**src/rtl/slice_controller_p.sv**
```systemverilog
// Slicer job controller: ranges the workpiece, steps the feed motor, fires the cutter
// slice_num times at a fixed pitch, then reverses to the home distance and pulses finish.
module slice_controller_p #(
   parameter int DIST_W     = 17,
   parameter int SLICE_W    = 5,
   parameter int ECHO_TO    = 50000,
   parameter int MAX_RETRY  = 3,
   parameter int SETTLE_CYC = 16
) (
   input  logic               clk,
   input  logic               rst,
   input  logic               start,
   input  logic               pause,
   input  logic               abort,
   input  logic [SLICE_W-1:0] slice_num,
   input  logic [DIST_W-1:0]  thickness,
   output logic               trigger,
   input  logic               triggerSuc,
   input  logic               valid,
   input  logic [DIST_W-1:0]  distance,
   output logic               move,
   output logic               back,
   output logic               cut,
   input  logic               cut_end,
   output logic               finish,
   output logic               error,
   output logic               busy,
   output logic [SLICE_W-1:0] slices_done
);

   localparam int TO_W = $clog2(ECHO_TO + 1);
   localparam int ST_W = $clog2(SETTLE_CYC + 1);
   localparam int RT_W = $clog2(MAX_RETRY + 1);

   typedef enum logic [2:0] {IDLE, TRIG, WAIT_ECHO, DECIDE, STEP, CUT, DONE, ERR} state_t;

   state_t             state;
   logic               rev, first, paused, fin_pend;
   logic [SLICE_W-1:0] num_q;
   logic [DIST_W-1:0]  thk_q, home, target, dist_q;
   logic [TO_W-1:0]    to_cnt;
   logic [ST_W-1:0]    st_cnt;
   logic [RT_W-1:0]    retry;
   logic               active, paused_nx;

   function automatic logic [DIST_W-1:0] sat_sub(input logic [DIST_W-1:0] a, input logic [DIST_W-1:0] b);
      return (a > b) ? a - b : '0;
   endfunction

   assign active    = (state != IDLE) && (state != DONE) && (state != ERR);
   assign busy      = active;
   // Drives are computed from the pause state that takes effect this edge, so a
   // pause pulse silences the motor/trigger on the very next cycle.
   assign paused_nx = (active && pause) ? ~paused : paused;

   always_ff @(posedge clk or posedge rst) begin
      if (rst) begin
         state <= IDLE; rev <= 1'b0; first <= 1'b0; paused <= 1'b0; fin_pend <= 1'b0;
         num_q <= '0; thk_q <= '0; home <= '0; target <= '0; dist_q <= '0;
         to_cnt <= '0; st_cnt <= '0; retry <= '0;
         trigger <= 1'b0; move <= 1'b0; back <= 1'b0; cut <= 1'b0;
         finish <= 1'b0; error <= 1'b0; slices_done <= '0;
      end else if (abort) begin
         state <= IDLE; paused <= 1'b0; fin_pend <= 1'b0; retry <= '0;
         trigger <= 1'b0; move <= 1'b0; back <= 1'b0; cut <= 1'b0;
         finish <= 1'b0; error <= 1'b0;
      end else begin
         paused <= paused_nx;
         finish <= 1'b0;
         case (state)
            IDLE, DONE, ERR: begin
               if (state == DONE && fin_pend) begin
                  finish   <= 1'b1;
                  fin_pend <= 1'b0;
               end
               if (start) begin
                  num_q <= slice_num; thk_q <= thickness; slices_done <= '0;
                  error <= 1'b0; rev <= 1'b0; first <= 1'b1; retry <= '0; paused <= 1'b0;
                  if (slice_num == '0) begin
                     state    <= DONE;
                     fin_pend <= 1'b1;
                  end else begin
                     state   <= TRIG;
                     trigger <= 1'b1;
                  end
               end
            end
            TRIG: begin
               if (triggerSuc) begin
                  trigger <= 1'b0;
                  to_cnt  <= '0;
                  state   <= WAIT_ECHO;
               end else begin
                  trigger <= ~paused_nx;
               end
            end
            WAIT_ECHO: begin
               if (valid) begin
                  dist_q <= distance;
                  retry  <= '0;
                  state  <= DECIDE;
               end else if (!paused) begin
                  if (to_cnt == TO_W'(ECHO_TO - 1)) begin
                     if (retry == RT_W'(MAX_RETRY)) begin
                        state <= ERR;
                        error <= 1'b1;
                     end else begin
                        retry   <= retry + RT_W'(1);
                        state   <= TRIG;
                        trigger <= ~paused_nx;
                     end
                  end else begin
                     to_cnt <= to_cnt + TO_W'(1);
                  end
               end
            end
            DECIDE: begin
               if (rev && dist_q >= home) begin
                  state    <= DONE;
                  fin_pend <= 1'b1;
               end else if (!rev && !first && dist_q <= target) begin
                  state <= CUT;
                  cut   <= 1'b1;
               end else begin
                  if (!rev && first) begin
                     home   <= dist_q;
                     target <= sat_sub(dist_q, thk_q);
                     first  <= 1'b0;
                  end
                  state  <= STEP;
                  st_cnt <= '0;
                  move   <= ~rev & ~paused_nx;
                  back   <= rev & ~paused_nx;
               end
            end
            STEP: begin
               // st_cnt counts cycles the motor was actually driven.
               if ((move || back) && st_cnt == ST_W'(SETTLE_CYC - 1)) begin
                  move    <= 1'b0;
                  back    <= 1'b0;
                  state   <= TRIG;
                  trigger <= ~paused_nx;
               end else begin
                  if (move || back) st_cnt <= st_cnt + ST_W'(1);
                  move <= ~rev & ~paused_nx;
                  back <= rev & ~paused_nx;
               end
            end
            CUT: begin
               if (cut_end) begin
                  cut         <= 1'b0;
                  slices_done <= slices_done + SLICE_W'(1);
                  target      <= sat_sub(target, thk_q);
                  if (slices_done + SLICE_W'(1) == num_q) rev <= 1'b1;
                  state   <= TRIG;
                  trigger <= ~paused_nx;
               end
            end
            default: state <= IDLE;
         endcase
      end
   end

endmodule

```
**config.mk**
```make
export PLATFORM = sky130hd
export DESIGN_NAME = slice_controller_p
export DESIGN_NICKNAME = d
export VERILOG_FILES = /design/src/rtl/slice_controller_p.sv
export SDC_FILE = /design/constraint.sdc
export NUM_CORES = 1
export LEC_CHECK = 0
export ABC_AREA = 1
export CORE_MARGIN = 2
export CORE_UTILIZATION = 30
export DETAILED_ROUTE_END_ITERATION = 10
export SYNTH_ARGS = -nofsm -noshare
export SYNTH_HDL_FRONTEND = slang
export SYNTH_SLANG_ARGS = --single-unit
```
**constraint.sdc**
```tcl
create_clock -name clk -period 4.05 [get_ports clk]
set_input_delay 0.6075 -clock clk [delete_from_list [all_inputs] [get_ports clk]]
set_output_delay 0.6075 -clock clk [all_outputs]
set_load 0.005 [all_outputs]
```
==> results of run 1 <==
-- through the flow --
step / instances / utilization [%]
after global placement: 1643 / 34.2
after detailed placement: 1643 / 34.2
final: 1675 / 36.5
after global routing: 1675 / 36.5
after CTS: 1675 / 36.5
after floorplan: 1222 / -
-- metal layers --
layer / track usage, % / vias up
li1: - / 4078
met1: 23.6 / 3640
met2: 24.5 / 239
met3: 2.42 / 47
met4: 6.64 / 0
met5: 0 / -
-- how the worst min path moves through the flow --
stage | end | slack [ps] | depth (start not counted)
4_1_cts | st_cnt[4]$_DFFE_PP0P_ | 490 | 2
6_report | st_cnt[4]$_DFFE_PP0P_ | 480 | 2
3_3_place_gp | st_cnt[4]$_DFFE_PP0P_ | 470 | 2
5_1_grt | num_q[1]$_DFFE_PP0P_ | 530 | 2
2_1_floorplan | st_cnt[4]$_DFFE_PP0P_ | 450 | 2
3_5_place_dp | st_cnt[4]$_DFFE_PP0P_ | 470 | 2
-- worst min-delay path: cells and delay by family, from the launching register on --
kind | cells | cell delay [ps]
AO/OA/AOI/OAI | 1 | 60
flip-flops | 1 | 340
AND/OR/NAND/NOR | 1 | 50
-- power breakdown --
group          internal, mW  switching, mW
Sequential             1.53          0.366
Combinational          1.81           3.19
Clock                  1.07          0.596
Total                  4.41           4.15
-- placed cells by master (no fill, tap or decap), types with 3 or more instances in the layout --
| cell | count |
|---|---|
| sky130_fd_sc_hd__o31ai_1 | 6 |
| sky130_fd_sc_hd__bufinv_16 | 4 |
| sky130_fd_sc_hd__o21ai_0 | 74 |
| sky130_fd_sc_hd__ha_1 | 73 |
| sky130_fd_sc_hd__nand4_1 | 25 |
| sky130_fd_sc_hd__a21oi_1 | 52 |
| sky130_fd_sc_hd__xor2_1 | 13 |
| sky130_fd_sc_hd__dfrtp_1 | 114 |
| sky130_fd_sc_hd__or2_2 | 5 |
| sky130_fd_sc_hd__xnor2_1 | 17 |
| sky130_fd_sc_hd__o22ai_1 | 3 |
| sky130_fd_sc_hd__nor2_1 | 100 |
| sky130_fd_sc_hd__nand3_1 | 66 |
| sky130_fd_sc_hd__o21ai_1 | 12 |
| sky130_fd_sc_hd__nand2_1 | 396 |
| sky130_fd_sc_hd__and2_1 | 4 |
| sky130_fd_sc_hd__mux2_1 | 8 |
| sky130_fd_sc_hd__clkdlybuf4s50_1 | 58 |
| sky130_fd_sc_hd__o21bai_1 | 4 |
| sky130_fd_sc_hd__nand3b_1 | 12 |
| sky130_fd_sc_hd__buf_4 | 4 |
| sky130_fd_sc_hd__nor3_1 | 13 |
| sky130_fd_sc_hd__clkbuf_16 | 17 |
| sky130_fd_sc_hd__inv_2 | 9 |
| sky130_fd_sc_hd__mux2_2 | 8 |
| sky130_fd_sc_hd__inv_1 | 161 |
| sky130_fd_sc_hd__inv_6 | 4 |
| sky130_fd_sc_hd__clkinv_4 | 4 |
| sky130_fd_sc_hd__nor2_2 | 4 |
-- cell families (layout without fill, tap and decap cells) --
logic type	count (synthesis)	count (layout)
muxes	16	16
and+or+nand+nor	633	633
AOI/OAI and AO/OA	162	162
xor gates and xnor gates	30	30
adders and majority gates	75	75
DFF	114	114
buffers and inverters	192	267
-- flip-flops by register name (all words and copies together), names as in the netlist, 2 cells and up --
register	cells
home	17
num_q	5
state	3
to_cnt	16
target	17
dist_q	17
thk_q	17
retry	2
slices_done	5
st_cnt	5
-- final cells by class --
type / count / area (um2) / share of cell area, %
multi-input cells: 916 / 4940 / 48.5
inverters: 172 / 651 / 6.38
clock buffers: 19 / 453 / 4.44
flip-flops and latches: 114 / 2850 / 28.0
clock inverters: 13 / 198 / 1.94
well taps: 378 / 473 / 4.64
repair buffers: 63 / 631 / 6.18
==> results.md, run 1 <==
- In this run the standard cell core region covers 0.0279 mm2.
- The maximum fanout encountered on the critical timing path is 20.
- The placement row count is 61.
- The worst setup path is launched from a register.
- The final setup violation count is 0.
- From synthesis to final layout, the design area changed by 19.1%.
- Setup repair after global routing left no endpoint under its margin.
- The worst path arrival time is ~3000 ps.
- The tree is rooted in a sky130_fd_sc_hd__clkbuf_16.
- After legalization and detailed placement, the total HPWL measured approximately 19000 um.
- The leakage power is just over 5 nW.
- The cell depth of the worst flop-to-flop path is 9.
- The synthesized netlist devotes 10.3% of its cell area to compound gates.
- The critical path goes through inv_2 > nor2_2 > nand2_1 > inv_2 > a21oi_1 > nand2_1 > inv_1 > nand4_1 > o21ai_0.
- The count of boundary I/O pins is 59.
- The post-detailed-route count of antenna-violating nets is 0.
- The worst hold path begins at st_cnt[4]$_DFFE_PP0P_.
- The filler cell count in the final layout is roughly 3000.
- The pre-CTS setup slack is between 1000 and 1500 ps.
- CTS saw between 100 and 150 sinks.
- The reg-to-reg setup timing slack is roughly 1400 ps.
- The dominant synthesized flop cell is sky130_fd_sc_hd__dfrtp_1.
- Counting every net in the synthesized netlist gives 1344.
- The first detailed-routing pass took 5 iterations.
- The post-layout net count is between 1000 and 1500.
- The placed instances occupy a cell area of around 0.0096 mm2.
- The fraction of final layout cells sized beyond drive strength 1 is 5.63%.
- The multiplexer share of the synthesized area is under 10%.
- The number of pins with negative max-slew slack in the final report came to 0.
- The number of vias per cell after detailed routing is between 4 and 5.
- Counting along the longest clock path gives a buffer depth of 2.
- The run finished with clean final reports.
- The width of the die is between 150 and 200 um.
- The endpoint of the worst-slack reg-to-reg timing path is to_cnt[9]$_DFFE_PP0P_.
- The largest family of logic cells by synthesized area is simple AND/OR/NAND/NOR gates.
- The minimum hold slack is between 400 and 500 ps.
- The final hold violation count came to 0.
- Clock tree synthesis inserted a total of 17 buffers.
- The post-layout minimum cycle time is 2670 ps.
- The beginning of the worst register-to-register path is state[1]$_DFFE_PP0P_.
- The source of the critical timing path is state[1]$_DFFE_PP0P_.
- The wire length on met1 is 11800 um.
- Summed over all nets, wire length on met3 after detailed routing comes to ~1200 um.
- The port buffer count is 58.
- The number of setup buffers added after CTS is 0.
- Global routing used about 16% of the available tracks.
- In this run the top signal layer used is met4.
- The total negative setup slack is 0 ps.
- At the later pin of the worst-skew pair, clock insertion delay measures between 400 and 500 ps.
- The proportion of synthesized chip area in sequential cells is between 30% and 40%.
- In this run, post-CTS hold repair placed 0 buffers.
- The global placer's final weighted congestion is 0.957.
- The critical path capture point is to_cnt[9]$_DFFE_PP0P_.
- The flip-flop and latch count after synthesis is ~110.
- The number of vias after detailed routing is approximately 8000.
- The worst clock skew is roughly 22 ps.
- The achievable clock frequency is about 0.37 GHz.
- The number of antenna diodes in the final layout is 0.
- In this run the number of H-tree levels came out at 4.
- The via count of the first global-routing pass is around 7700.
- Counting every instance in the synthesized netlist gives 1222.
- Yosys printed 0 warnings.
- After synthesis the cells add up to around 0.0086 mm2.
- The first-pass GRT wire length is 39400 um.
- The worst-case IR drop observed on VDD is around 0.35 mV.
- The number of antenna violations at the first check in global routing is 0.
- Of the total synthesized cell area, the portion taken by AND, OR, NAND and NOR gates is between 30% and 40%.
- The slew at the pin closest to its max-slew limit is 936 ps.
- Once routing completed, OpenROAD measured the worst setup slack at between 1000 and 1500 ps.
- sky130_fd_sc_hd__dfrtp_1 takes more of the synthesized area than any other cell.
- After the first detailed-routing iteration, the DRC count stood at 575.
- The worst endpoint required time is 4340 ps.
- The post-cts resize count is 0.
- The kind of path behind the tightest hold check is reg -> reg.
- Summing internal, switching and leakage power gives 8.56 mW.
- The overall die area is ~0.030 mm2.
- The clock slew seen by the registers of the worst setup and hold paths is ~60 ps.
- The worst setup path is of the reg -> reg kind.
- Wires add up to between 20000 and 25000 um.
- The final clock period utilization by the worst path is between 60% and 70%.
- The max-slew headroom at the worst pin is 37.6%.
- For this run, the slowest stage of the critical path takes roughly 470 ps.
- The count of cell instances traversed by the critical path is 9.
- In this run, synthesis inferred 0 flip-flops with an integrated enable.
- The endpoint type of the worst setup path is a register.
- The xor/xnor cell area share of the yosys netlist is between 3 and 4%.
- The overall overflow remaining after global route is 0.
- Entering global routing, the biggest net connects 73 pins.
- After synthesis, the largest area contributor takes up around a third of total cell area.
- The total non-filler cell area in the finished layout is 0.0102 mm2.
- The TritonCTS clock tree is done.
- The initial utilization of the core area, before any placement, comes to a little under a third.
- The most repeated cell in the gate-level netlist after synthesis is sky130_fd_sc_hd__nand2_1.
- The met2 layer wire length in the routed design is roughly 10000 um.
- Dividing the synthesized area by the synthesized cell count gives ~7.0 um2.
- The largest delay contributor family on the critical path is simple AND/OR/NAND/NOR gates.
- On the critical path, the stage with the largest delay is an instance of sky130_fd_sc_hd__nand2_1.
- From bottom edge to top edge, the die measures about 170 um.
- The count of different cell masters after synthesis is between 40 and 50.
- By count the netlist is led by 396 x sky130_fd_sc_hd__nand2_1, 162 x sky130_fd_sc_hd__inv_1, 114 x sky130_fd_sc_hd__dfrtp_1.
- The share of synthesized registers carrying an async set or reset is 100%.
- The final routed DRC violation total is 0.
- The average detailed-routed wire length per instance is 14.2 um.
- Of the total synthesized cell area, the portion taken by full adders, half adders and majority gates is approximately 11%.
- Sorting the synthesized cells by area gives the leading types as sky130_fd_sc_hd__dfrtp_1 33%, sky130_fd_sc_hd__nand2_1 17%, sky130_fd_sc_hd__ha_1 11%.
- The tool flagged a number of max-cap violations equal to 0.
- The total power divided by cell area is about 840 mW/mm2.
- The critical path contains buffers and inverters numbering 3 combined.
(Power assumes the default switching activity.)
==> run 2, diff against run 1 <==
==> constraint.sdc (replaced) <==
create_clock -name clk -period 2.42 [get_ports clk]
set_input_delay 0.363 -clock clk [delete_from_list [all_inputs] [get_ports clk]]
set_output_delay 0.363 -clock clk [all_outputs]
set_load 0.005 [all_outputs]
==> run 2 against run 1 <==
Via count up 1.7%. Register-to-register slack got worse by 1300 ps. Die area did not move. First-iteration DRC count rose by 16%. Worst setup slack lost 1300 ps. Sequential power is 64% higher. Worst hold slack got worse by 16 ps. Final cell count grew 1.3%. Non-clock buffer count grew 21. Power rose by 76%.
==> results.md, run 2 (same netlist as run 1, synthesis figures left out) <==
- The TritonCTS sink count is 114 (unchanged).
- The area of the core region is 0.0279 mm2 (unchanged).
- The area growth from synthesis to layout is 21.8% (was 19.1%).
- The achievable clock frequency was 0.434 GHz (was 0.375 GHz).
- The kind of path behind the tightest hold check is in -> reg (was reg -> reg).
- The total of hold buffers inserted after clock tree synthesis was 0 (unchanged).
- The number of vias per cell after detailed routing came to 4.80 (was 4.78).
- The detailed-router iteration count before antenna repair was 7 (was 5).
- The port buffer count came to 58 (unchanged).
- The worst path arrival time is 2660 ps (was 2960 ps).
- The first-pass GRT wire length is 41400 um (was 39400 um).
- The number of H-tree branching levels is 4 (unchanged).
- The TritonCTS clock tree is done (unchanged).
- The number of antenna repair diodes is 0 (unchanged).
- The overall overflow remaining after global route was 0 (unchanged).
- The total non-filler cell area in the finished layout is 0.0104 mm2 (was 0.0102 mm2).
- The max-slew headroom at the worst pin is 56.5% (was 37.6%).
- The worst clock skew is 12.8 ps (was 21.9 ps).
- The clock latency reported for the late side of the worst-skew pair was 430 ps (about the same).
- The launching element type of the critical path is a register (unchanged).
- The pin count of the biggest net entering global routing is 115 (was 73).
- Crit path cell chain: ha_1 > nand2_1 > nor2_1 > and2_1 > nand4_1 > nand3_1 > nand2_4 > inv_1 > nand2_1 > o21ai_0 > nand2_1 > nand2_1 (was inv_2 > nor2_2 > nand2_1 > inv_2 > a21oi_1 > nand2_1 > inv_1 > nand4_1 > o21ai_0).
- Status: finished clean (unchanged).
- The global placer's final weighted congestion came to 0.932 (was 0.957).
- The cell area after placement was 0.00971 mm2 (was 0.00955 mm2).
- The final clock period utilization by the worst path is 95.1% (was 65.8%).
- The leading cell type in the layout, fill and taps excluded is sky130_fd_sc_hd__nand2_1 (unchanged).
- The post-layout net count was 1427 (was 1406).
- The total global routing track utilization is 17.4% (was 16.4%).
- The number of placed cells counting well taps was 1663 (was 1643).
- The slew at the pin closest to its max-slew limit is 653 ps (was 936 ps).
- The total power divided by cell area is 1450 mW/mm2 (was 839 mW/mm2).
- The combined buffer and inverter count along the critical path is 1 (was 3).
- Counting stages on the worst path, the most repeated cell is sky130_fd_sc_hd__nand2_1.
- The largest buffer count on any clock path is 2 (unchanged).
- The number of pins with negative max-slew slack in the final report is 0 (unchanged).
- The pre-CTS setup slack came to -87.0 ps (was 1120 ps).
- The overall die area is 0.0299 mm2 (unchanged).
- The largest delay contributor family on the critical path was simple AND/OR/NAND/NOR gates (unchanged).
- The worst setup slack after layout is 118 ps (was 1380 ps).
- The count of boundary I/O pins was 59 (unchanged).
- The total wire length was 25800 um (was 23800 um).
- The width of the die is 173 um (unchanged).
- The cell type of the slowest stage on the worst timing path is sky130_fd_sc_hd__dfrtp_1 (was sky130_fd_sc_hd__nand2_1).
- The maximum fanout encountered on the critical timing path is 7 (was 20).
- The max capacitance violation total is 0 (unchanged).
- The startpoint-to-endpoint class of the critical path was reg -> reg (unchanged).
- The initial detailed-routing violation count is 668 (was 575).
- The share of the core filled with cells in the final layout is 37.4% (was 36.5%).
- The final setup violation count is 0 (unchanged).
- The fraction of final layout cells sized beyond drive strength 1 is 7.66% (was 5.63%).
- The endpoint type of the worst setup path is a register (unchanged).
- The via count of the first global-routing pass came to 7768 (was 7668).
- The clock slew seen by the registers of the worst setup and hold paths is 70 ps (was 60 ps).
- The total clock buffers created by CTS came to 17 (unchanged).
- The biggest cell delay along the critical path is 440 ps (was 470 ps).
- The die extent in y was 173 um (unchanged).
- The placement row count is 61 (unchanged).
- The number of non-filler instances in the completed layout came to 1696 (was 1675).
- The post-detailed-route count of antenna-violating nets is 0 (unchanged).
- Commonest cells after routing, fill and taps aside: 395 x sky130_fd_sc_hd__nand2_1, 161 x sky130_fd_sc_hd__inv_1, 114 x sky130_fd_sc_hd__dfrtp_1 (was 396 x sky130_fd_sc_hd__nand2_1, 161 x sky130_fd_sc_hd__inv_1, 114 x sky130_fd_sc_hd__dfrtp_1).
- The clock root buffer is sky130_fd_sc_hd__clkbuf_16 (unchanged).
- The final routed DRC violation total came to 0 (unchanged).
- The effective utilization at floorplan is 30.7% (unchanged).
- The estimated wirelength of the detail-placed design came to 19700 um (was 18500 um).
- The post-layout minimum cycle time was 2300 ps (was 2670 ps).
- The number of vias after detailed routing is 8143 (was 8004).
- The average detailed-routed wire length per instance is 15.2 um (was 14.2 um).
- The number of antenna violations at the first check in global routing was 0 (unchanged).
- The final hold violation count came to 0 (unchanged).
- The leakage power was 5.17 nW (was 5.05 nW).
- The worst endpoint required time is 2780 ps (was 4340 ps).
- The largest vdd supply drop came to 0.604 mV (was 0.350 mV).
[run 2: power breakdown]
part / total [mW] / internal (mW) / switching (mW) / leakage (nW)
clock: 2.88 / 1.91 / 0.971 / 0.318
sequential: 3.12 / 2.57 / 0.553 / 1.47
combinational: 9.09 / 3.38 / 5.72 / 3.38
total: 15.1 / 7.86 / 7.24 / 5.17
[run 2: what timing repair did]
item / CTS / global route
gates cloned: 0 / 0
endpoints found under the setup margin: 4 / 13
pin swaps: 0 / 1
resized for setup: 2 / 7
buffers inserted: 0 / 1
[run 2: metrics by stage]
stage / total power [mW] / setup TNS (ps) / hold WS, ps
after floorplan: 9.19 / 0 / 453
after global placement: 11.9 / -210 / 474
after detailed placement: 11.9 / -260 / 482
after CTS: 14.9 / 0 / 450
after global routing: 16.5 / -1.42 / 475
final: 15.1 / 0 / 467
[run 2: per-layer routing]
metal | GRT usage (%) | routed length, um
met1 | 25.2 | 13100
met2 | 25.7 | 10700
met3 | 4.49 | 1510
met4 | 4.52 | 416
met5 | 0 | 0
[run 2: final timing paths]
kind	slack (ps)	endpoint	cells past startpoint	startpoint
max	120	target[10]$_DFFE_PP0P_	12	dist_q[13]$_DFFE_PP0P_
min	470	thk_q[0]$_DFFE_PP0P_	3	thickness[0]
max reg2reg	120	target[10]$_DFFE_PP0P_	12	dist_q[13]$_DFFE_PP0P_
min reg2reg	490	num_q[1]$_DFFE_PP0P_	2	num_q[1]$_DFFE_PP0P_
max in group asynchronous	1460	dist_q[1]$_DFFE_PP0P_	3	rst
min in group asynchronous	480	thk_q[9]$_DFFE_PP0P_	3	rst
[run 2: cell type report]
type                            count  area, um2
Inverter                          172        652
Fill cell                        2968      17500
Clock inverter                     12        204
Tap cell                          378        473
Clock buffer                       20        467
Timing Repair Buffer               84        813
Sequential cell                   114       2850
Multi-Input combinational cell    916       4970
[run 2: worst reg2reg max path: stages, from the launching register on]
cell and delay, ps:
sky130_fd_sc_hd__dfrtp_1 440, sky130_fd_sc_hd__ha_1 440, sky130_fd_sc_hd__nand2_1 130, sky130_fd_sc_hd__nor2_1 180
sky130_fd_sc_hd__and2_1 180, sky130_fd_sc_hd__nand4_1 80, sky130_fd_sc_hd__nand3_1 200, sky130_fd_sc_hd__nand2_4 80
sky130_fd_sc_hd__inv_1 160, sky130_fd_sc_hd__nand2_1 90, sky130_fd_sc_hd__o21ai_0 110, sky130_fd_sc_hd__nand2_1 80
sky130_fd_sc_hd__nand2_1 60
==> run 3, diff against run 2 <==
--- a/config.mk
+++ b/config.mk
@@ -6,9 +6,12 @@
 export NUM_CORES = 1
 export LEC_CHECK = 0
 export ABC_AREA = 1
-export CORE_MARGIN = 2
+export CELL_PAD_IN_SITES_DETAIL_PLACEMENT = 1
+export CELL_PAD_IN_SITES_GLOBAL_PLACEMENT = 1
+export CORE_MARGIN = 4
 export CORE_UTILIZATION = 30
 export DETAILED_ROUTE_END_ITERATION = 10
+export PLACE_DENSITY_LB_ADDON = 0.1
 export SYNTH_ARGS = -nofsm -noshare
 export SYNTH_HDL_FRONTEND = slang
 export SYNTH_SLANG_ARGS = --single-unit
==> run 3 against run 2 <==
Sequential share of layout area fell by 0.19 points. Via count hardly changed. First-iteration DRC count shrank 43%. Register-to-register slack improved by 70 ps. Non-clock buffer count up 12. Critical path type is now reg -> out. Critical endpoint is now busy.
==> results.md, run 3 (same netlist as run 1, synthesis figures left out) <==
- The launching element type of the critical path was a register (unchanged).
- The overall die area is 0.0313 mm2 (was 0.0299 mm2).
- The achievable clock frequency is 0.440 GHz (was 0.434 GHz).
- The overall overflow remaining after global route is 0 (unchanged).
- The leakage power is 5.16 nW (was 5.17 nW).
- The number of vias per cell after detailed routing is 4.77 (was 4.80).
- The total clock buffers created by CTS was 17 (unchanged).
- The total power divided by cell area was 1440 mW/mm2 (was 1450 mW/mm2).
- The cell type with the highest occurrence count on the critical path is sky130_fd_sc_hd__inv_2 (was sky130_fd_sc_hd__nand2_1).
- The cell depth of the worst flop-to-flop path came to 16 (was 12).
- The cell area after placement is 0.00981 mm2 (was 0.00971 mm2).
- The die extent in y is 177 um (was 173 um).
- The global placer's final weighted congestion is 0.835 (was 0.932).
- The number of placed cells counting well taps came to 1676 (was 1663).
- The startpoint-to-endpoint class of the critical path was reg -> out (was reg -> reg).
- The number of antenna violations at the first check in global routing is 0 (unchanged).
- The total power of the final layout is 15.1 mW (about the same).
- The cell type of the slowest stage on the worst timing path was sky130_fd_sc_hd__clkdlybuf4s50_1 (was sky130_fd_sc_hd__dfrtp_1).
- The largest vdd supply drop came to 0.457 mV (was 0.604 mV).
- The worst path arrival time is 1910 ps (was 2660 ps).
- The biggest cell delay along the critical path was 520 ps (was 440 ps).
- The TritonCTS clock tree is done (unchanged).
- The final clock period utilization by the worst path is 93.9% (was 95.1%).
- The clock latency reported for the late side of the worst-skew pair is 420 ps (was 430 ps).
- The slew at the pin closest to its max-slew limit is 564 ps (was 653 ps).
- The port buffer count was 58 (unchanged).
- The number of H-tree branching levels is 4 (unchanged).
- The final hold violation count is 0 (unchanged).
- The number of pins with negative max-slew slack in the final report is 0 (unchanged).
- The width of the die came to 177 um (was 173 um).
- The number of setup buffers added after CTS is 0 (unchanged).
- The number of antenna repair diodes is 0 (unchanged).
- The number of non-filler instances in the completed layout is 1708 (was 1696).
- The largest buffer count on any clock path was 2 (unchanged).
- The final setup violation count is 0 (unchanged).
- The effective utilization at floorplan came to 30.6% (was 30.7%).
- The filler cell count in the final layout is 3559 (was 2968).
- The clock slew seen by the registers of the worst setup and hold paths is 60 ps (was 70 ps).
- The worst clock skew is 9.56 ps (was 12.8 ps).
- The max-slew headroom at the worst pin was 62.3% (was 56.5%).
- The total global routing track utilization is 18.5% (was 17.4%).
- The first-pass GRT wire length is 45700 um (was 41400 um).
- The initial detailed-routing violation count is 379 (was 668).
- The area occupied by multi-input gates is 0.00506 mm2 (was 0.00497 mm2).
- The leading cell type in the layout, fill and taps excluded is sky130_fd_sc_hd__nand2_1 (unchanged).
- The area growth from synthesis to layout is 22.7% (was 21.8%).
- The count of boundary I/O pins came to 59 (unchanged).
- The clock root buffer is sky130_fd_sc_hd__clkbuf_16 (unchanged).
- The via count of the first global-routing pass is 8119 (was 7768).
- The reg-to-reg setup timing slack was 190 ps (was 120 ps).
- Setup repair after global routing could not meet its margin everywhere.
- The average detailed-routed wire length per instance is 16.6 um (was 15.2 um).
- The register area is 0.00285 mm2 (about the same).
- The fraction of final layout cells sized beyond drive strength 1 is 9.55% (was 7.66%).
- The critical path capture point is busy (was target[10]$_DFFE_PP0P_).
- The source of the critical timing path is state[1]$_DFFE_PP0P_ (was dist_q[13]$_DFFE_PP0P_).
- The worst endpoint required time was 2060 ps (was 2780 ps).
- The post-layout net count is 1439 (was 1427).
- The number of vias after detailed routing is 8148 (was 8143).
- The pin count of the biggest net entering global routing is 43 (was 115).
- The max capacitance violation total is 0 (unchanged).
- Commonest cells after routing, fill and taps aside: 394 x sky130_fd_sc_hd__nand2_1, 161 x sky130_fd_sc_hd__inv_1, 113 x sky130_fd_sc_hd__dfrtp_1 (was 395 x sky130_fd_sc_hd__nand2_1, 161 x sky130_fd_sc_hd__inv_1, 114 x sky130_fd_sc_hd__dfrtp_1).
- Crit path cell chain: inv_2 > nand2_2 > nand2_1 > a21oi_2 > inv_2 > clkdlybuf4s50_1 (was ha_1 > nand2_1 > nor2_1 > and2_1 > nand4_1 > nand3_1 > nand2_4 > inv_1 > nand2_1 > o21ai_0 > nand2_1 > nand2_1).
- The area of the core region is 0.0280 mm2 (was 0.0279 mm2).
- The placement row count is 61 (unchanged).
- The total wire length came to 28300 um (was 25800 um).
- The estimated wirelength of the detail-placed design is 22800 um (was 19700 um).
- The final routed DRC violation total was 0 (unchanged).
- The endpoint type of the worst setup path is an output pin (was register).
- The detailed-router iteration count before antenna repair was 5 (was 7).
- The TritonCTS sink count is 114 (unchanged).
- Status: finished clean (unchanged).
- The pre-CTS setup slack is -22.6 ps (was -87.0 ps).
- The worst setup slack after layout is 148 ps (was 118 ps).
- The maximum fanout encountered on the critical timing path is 6 (was 7).
- The total non-filler cell area in the finished layout is 0.0105 mm2 (was 0.0104 mm2).
- The endpoint of the worst-slack reg-to-reg timing path is move$_DFFE_PP0P_ (was target[10]$_DFFE_PP0P_).
- The kind of path behind the tightest hold check was in -> async (was in -> reg).
- The post-detailed-route count of antenna-violating nets is 0 (unchanged).
- The post-layout minimum cycle time came to 2270 ps (was 2300 ps).
- The beginning of the worst register-to-register path is dist_q[4]$_DFFE_PP0P_ (was dist_q[13]$_DFFE_PP0P_).
[run 3: worst max-delay path: cells and delay by family, from the launching register on]
family / cells / cell delay (ps)
buffers and inverters: 3 / 790
DFF: 1 / 440
and+or+nand+nor: 2 / 200
AOI/OAI and AO/OA: 1 / 60
[run 3: how the worst min path moves through the flow]
| stage | endpoint | slack [ps] | depth (start not counted) |
|---|---|---|---|
| floorplan | st_cnt[4]$_DFFE_PP0P_ | 450 | 2 |
| global placement | st_cnt[4]$_DFFE_PP0P_ | 470 | 2 |
| detailed placement | st_cnt[4]$_DFFE_PP0P_ | 480 | 2 |
| CTS | thk_q[10]$_DFFE_PP0P_ | 360 | 2 |
| global route | thk_q[12]$_DFFE_PP0P_ | 390 | 2 |
| finish | thk_q[12]$_DFFE_PP0P_ | 350 | 2 |
[run 3: where the power goes]
| part | switching [mW] | internal (mW) | total [mW] |
|---|---|---|---|
| registers | 0.590 | 2.57 | 3.16 |
| logic | 5.85 | 3.57 | 9.42 |
| clock network | 0.975 | 1.54 | 2.52 |
[run 3: metal layers]
metal  routed length (um)  vias up  global-route usage (%)
met5                    0        -                       0
met4                  183        0                    3.19
met3                  888       13                    2.46
met2                11900      125                    27.7
met1                15300     3874                    28.7
li1                     -     4136                       -
[run 3: repair_timing]
action | in CTS | in global routing
hold buffers | 0 | 0
endpoints found under the setup margin | 2 | 22
gates resized for setup | 1 | 28
[run 3: area by class of cell]
cell class | instances | area share [%]
inverters | 172 | 6.23
multi-input cells | 916 | 48.1
well taps | 378 | 4.50
clock buffers | 20 | 4.25
repair buffers | 96 | 8.48
flip-flops and latches | 114 | 27.2
clock inverters | 12 | 1.29
[run 3: through the flow]
step                util [%]  TNS [ps]  hold slack [ps]
global placement        35.0         0              471
detailed placement      35.0     -22.6              480
global route            37.5     -44.7              391
finish                  37.5         0              354
floorplan                  -         0              453
CTS                     37.1         0              360
